File: src/rtl/isu_fetch.sv
// Instruction fetch sequencer for the clocked ROM: issues word addresses, absorbs the
// 1-cycle read latency and buffers returned words in a 2-entry FIFO toward decode.
module isu_fetch #(
  parameter int                   A_WIDTH  = 8,
  parameter int                   D_WIDTH  = 32,
  parameter logic [A_WIDTH-1:0]   RESET_PC = '0
) (
  input  logic               clk,
  input  logic               rst_n,
  output logic [A_WIDTH-1:0] mem_addr,
  input  logic [D_WIDTH-1:0] mem_rdata,
  input  logic               redirect_valid,
  input  logic [A_WIDTH-1:0] redirect_pc,
  output logic               out_valid,
  input  logic               out_ready,
  output logic [D_WIDTH-1:0] out_instr,
  output logic [A_WIDTH-1:0] out_pc
);

  localparam logic [A_WIDTH-1:0] PC_ONE = A_WIDTH'(1);

  logic [A_WIDTH-1:0] pc_q;
  logic               inflight;
  logic [A_WIDTH-1:0] inflight_pc;

  logic [D_WIDTH-1:0] fifo_instr [2];
  logic [A_WIDTH-1:0] fifo_pc    [2];
  logic               rd_ptr;
  logic               wr_ptr;
  logic [1:0]         count;

  logic               pop;
  logic               push;
  logic               issue;
  logic [2:0]         occupancy;

  // Handshake: a word transfers on every rising edge where out_valid & out_ready;
  // the head holds its instr/pc while out_valid & !out_ready.
  assign out_valid = (count != 2'd0);
  assign out_instr = fifo_instr[rd_ptr];
  assign out_pc    = fifo_pc[rd_ptr];
  assign mem_addr  = pc_q;

  assign pop  = out_valid & out_ready;
  assign push = inflight & ~redirect_valid;

  // Occupancy counts the word still in the ROM pipe, so a free slot always
  // exists when it lands; pop never exceeds count so this cannot underflow.
  assign occupancy = {1'b0, count} + {2'b00, inflight} - {2'b00, pop};
  assign issue     = ~redirect_valid & (occupancy < 3'd2);

  always_ff @(posedge clk or negedge rst_n) begin
    if (!rst_n) begin
      pc_q          <= RESET_PC;
      inflight      <= 1'b0;
      inflight_pc   <= '0;
      rd_ptr        <= 1'b0;
      wr_ptr        <= 1'b0;
      count         <= 2'd0;
      fifo_instr[0] <= '0;
      fifo_instr[1] <= '0;
      fifo_pc[0]    <= '0;
      fifo_pc[1]    <= '0;
    end else if (redirect_valid) begin
      // Flush everything, including the word returning next cycle.
      pc_q     <= redirect_pc;
      inflight <= 1'b0;
      rd_ptr   <= 1'b0;
      wr_ptr   <= 1'b0;
      count    <= 2'd0;
    end else begin
      inflight <= issue;
      if (issue) begin
        inflight_pc <= pc_q;
        pc_q        <= pc_q + PC_ONE;
      end
      if (push) begin
        fifo_instr[wr_ptr] <= mem_rdata;
        fifo_pc[wr_ptr]    <= inflight_pc;
        wr_ptr             <= ~wr_ptr;
      end
      if (pop) begin
        rd_ptr <= ~rd_ptr;
      end
      count <= count + {1'b0, push} - {1'b0, pop};
    end
  end

endmodule
File: config.mk
export PLATFORM = sky130hd
export DESIGN_NAME = isu_fetch
export DESIGN_NICKNAME = d
export VERILOG_FILES = /design/src/rtl/isu_fetch.sv
export SDC_FILE = /design/constraint.sdc
export NUM_CORES = 1
export LEC_CHECK = 0
export BUFFER_PORTS_ARGS = -buffer_cell sky130_fd_sc_hd__buf_2
export CORE_AREA = 5 5 120 122
export CTS_BUF_LIST = sky130_fd_sc_hd__clkbuf_8
export DETAILED_ROUTE_END_ITERATION = 10
export DIE_AREA = 0 0 125 127
export PLACE_DENSITY = 0.54
export SKIP_LAST_GASP = 1
export SLEW_MARGIN = 20
export SYNTH_ARGS = -nofsm -noshare
export SYNTH_HDL_FRONTEND = slang
export SYNTH_SLANG_ARGS = --single-unit
File: constraint.sdc
create_clock -name clk -period 5.1 [get_ports clk]
set_input_delay 0.255 -clock clk [delete_from_list [all_inputs] [get_ports clk]]
set_output_delay 0.255 -clock clk [all_outputs]
set_load 0.05 [all_outputs]
==> qor.csv <==
stage,metric,value,unit
routing,wl_met1,4046,um
floorplan,die_y,127,um
cts,numCtsBuffers,9,
worst_setup_path,endpoint_kind,register,
routing,num_vias,2689,
sta,final_max_slew_viol_count,0,
finish,areaGrowthSynthToFinish,17.24,%
sta,finClkSkew,0.006431,ns
floorplan,io_pins,93,
worst_setup_path,critical_path.startpoint_type,register,
floorplan,initial_utilization,34.34,%
finish,final_cell_mix,"mux2_2 (116), dfrtp_1 (100), buf_2 (91)",
routing,drc,0,
floorplan,dieWidth,125,um
finish,layout_commonest_cell,mux2_2,
worst_setup_path,path_class,reg2reg,
worst_setup_path,max_stage_delay,0.48,ns
global_routing,first_global_vias,2971,
sta,fin_crit_sh,50.22,%
sta,relSlewSlack,29.59,%
routing,totalWireLength,9166,um
sta,setup_violations,0,
logic_synthesis,yosysWarningCount,0,
sta,rsz0062_at_grt,false,
worst_setup_path,cp_top_family,simple AND/OR/NAND/NOR gates,
cts,h-tree-depth,3,
global_routing,gr-usage-all-layers,12.12,%
worst_setup_path,cp_slowest_cell,dfrtp_1,
routing,drtAntennaViolNets,0,
logic_synthesis,synth_cell_type_count,32,
floorplan,num_rows,42,
place,dp.final_hpwl,6113,um
cts,cts_tree,done,
sta,fmax,390.5,MHz
finish,diodes,0,
routing,drtPass1Iterations,4,
sta,fin_tns_setup,0,ns
worst_setup_path,crit_required,5.36,ns
sta,period_needed,2.561,ns
min_path,hold_class,in2reg,
outcome,status,finished clean,
routing,dr_wl_met3,396,um
cts,worst_skew_pair.late_latency,0.37,ns
sta,worst_pin_slew,1.056,ns
cts,clk_pin_slew,0.09,ns
cts,cts.sinks,101,
global_routing,antenna_found_initial,0,
routing,post_drt_via_cell_ratio,4.709,
sta,hold_viol,0,
global_routing,grt_max_degree,64,
cts,post_cts_resized,0,
floorplan,core,0.01309,mm2
logic_synthesis,ys_seq_area_share,56.25,%
cts,clockBufferDepth,2,
global_routing,grt.overflow.total,0,
logic_synthesis,synth_area,0.004493,mm2
global_routing,grt_pass1_wl,15150,um
worst_setup_path,path_buf_inv,0,
place,gp_congestion,0.7145,
worst_setup_path,path_max_fanout,9,
finish,drive_gt1_share,59.49,%
logic_synthesis,postSynthCellCount,306,
worst_setup_path,path_cells,and3b_2 -> o21ai_0 -> fa_1 -> xnor2_2 -> nand2_2 -> or2_1 -> mux2_4,
job,max_cap_violations,0,
logic_synthesis,ys_ff_latch,101,
floorplan,fp.dieArea,0.01588,mm2
logic_synthesis,avgSynthCellArea,14.68,um2
cts,cts_root_buffer,clkbuf_8,
routing,wl_met2,4508,um
logic_synthesis,synth_nets,353,
finish,layout.nets,442,
routing,wire_per_inst,16.05,um
routing,topRoutingLayerUsed,met4,
place,portBuffers,92,
routing,drt_iter0_markers,79,
worst_setup_path,critPathArrivalTime,2.82,ns
[registers in the layout, summed over array words and instances, names as in the netlist]
name         flops
rd_ptr           1
count            2
inflight         1
fifo_pc         16
mem_addr         8
wr_ptr           1
fifo_instr      64
inflight_pc      8
[cells by family (layout without fill, tap and decap cells)]
logic type / Yosys count / count (layout) / synth area share [%]
compound gates: 9 / 9 / 1.058
buf+inv: 17 / 106 / 1.810
flops: 101 / 101 / 56.25
xor+xnor: 11 / 11 / 2.312
mux: 130 / 130 / 33.22
fa+ha+maj: 3 / 3 / 1.002
simple gates: 35 / 35 / 4.344
[path summary, 6_finish.rpt]
check / start / endpoint / slack, ns / cells past startpoint
setup / recovery: count[1] / inflight_pc[0] / 2.54 / 7
max in group asynchronous: rst_n / rd_ptr / 3.53 / 3
min in group asynchronous: rst_n / mem_addr[3] / 0.50 / 2
setup reg to reg: count[1] / inflight_pc[0] / 2.54 / 7
hold reg to reg: fifo_instr[40] / fifo_instr[40] / 0.49 / 1
hold / removal: redirect_pc[1] / mem_addr[1] / 0.08 / 3
[synthesized netlist by cell type]
master,count,area share (%)
inv_1,1,0.083
nor2b_1,4,0.56
buf_2,8,0.89
or2_1,1,0.14
nand3_1,3,0.33
dfrtp_1,101,56
clkbuf_1,7,0.58
nand2b_1,1,0.14
ha_1,2,0.56
o21ai_0,7,0.78
xnor2_2,1,0.36
buf_6,1,0.25
xnor2_1,3,0.58
or2_2,1,0.14
and3b_2,1,0.22
mux2_4,8,2.7
or4_1,1,0.17
fa_1,1,0.45
mux2_2,116,29
a22oi_1,1,0.17
a21oi_1,1,0.11
and2_1,2,0.28
and2b_1,1,0.17
mux2_1,5,1.3
nand4_1,3,0.42
nand2_1,10,0.84
nand2_2,1,0.14
mux2i_1,1,0.22
and4bb_2,1,0.28
xor2_1,7,1.4
nor2_1,3,0.25
and3_1,2,0.28
[layout make-up]
| class | count | area [um2] |
|---|---|---|
| clock inverter | 1 | 3.754 |
| timing repair buffer | 94 | 480.5 |
| clock buffer | 10 | 137.6 |
| inverter | 1 | 3.754 |
| sequential | 101 | 2529 |
| tap | 176 | 220.2 |
| multi-input combinational | 188 | 1893 |
| fill | 1286 | 7818 |
[timing repair]
item,CTS,global route
buffers inserted,0,0
endpoints found under the hold margin,37,0
endpoints found under the setup margin,0,0
hold buffers,1,0
[layer usage]
metal / vias to the layer above / GRT usage (%)
li1: 1253 / -
met1: 1368 / 15.13
met2: 54 / 19.61
met3: 14 / 3.005
met4: 0 / 6.314
met5: - / 0
[tightest hold or removal path, delay by kind of cell]
family / cells / cell delay [ns]
and+or+nand+nor: 1 / 0.04
buffers and inverters: 1 / 0.08
AOI/OAI and AO/OA: 1 / 0.05
[through the flow]
step / cell area (um2) / hold WS [ns] / setup WS (ns) / util [%] / std cells
global route: 5268 / 0.08849 / 2.375 / 40.26 / 571
global placement: 5111 / 0.3865 / 2.592 / 39.06 / 559
floorplan: 4493 / -0.04059 / 2.789 / - / 306
CTS: 5263 / 0.06630 / 2.527 / 40.22 / 571
detailed placement: 5111 / 0.4007 / 2.541 / 39.06 / 559
finish: 5268 / 0.08431 / 2.539 / 40.26 / 571
Power is not shown: default switching activity piles up to over one toggle a cycle in this logic, so the estimate is an artifact.
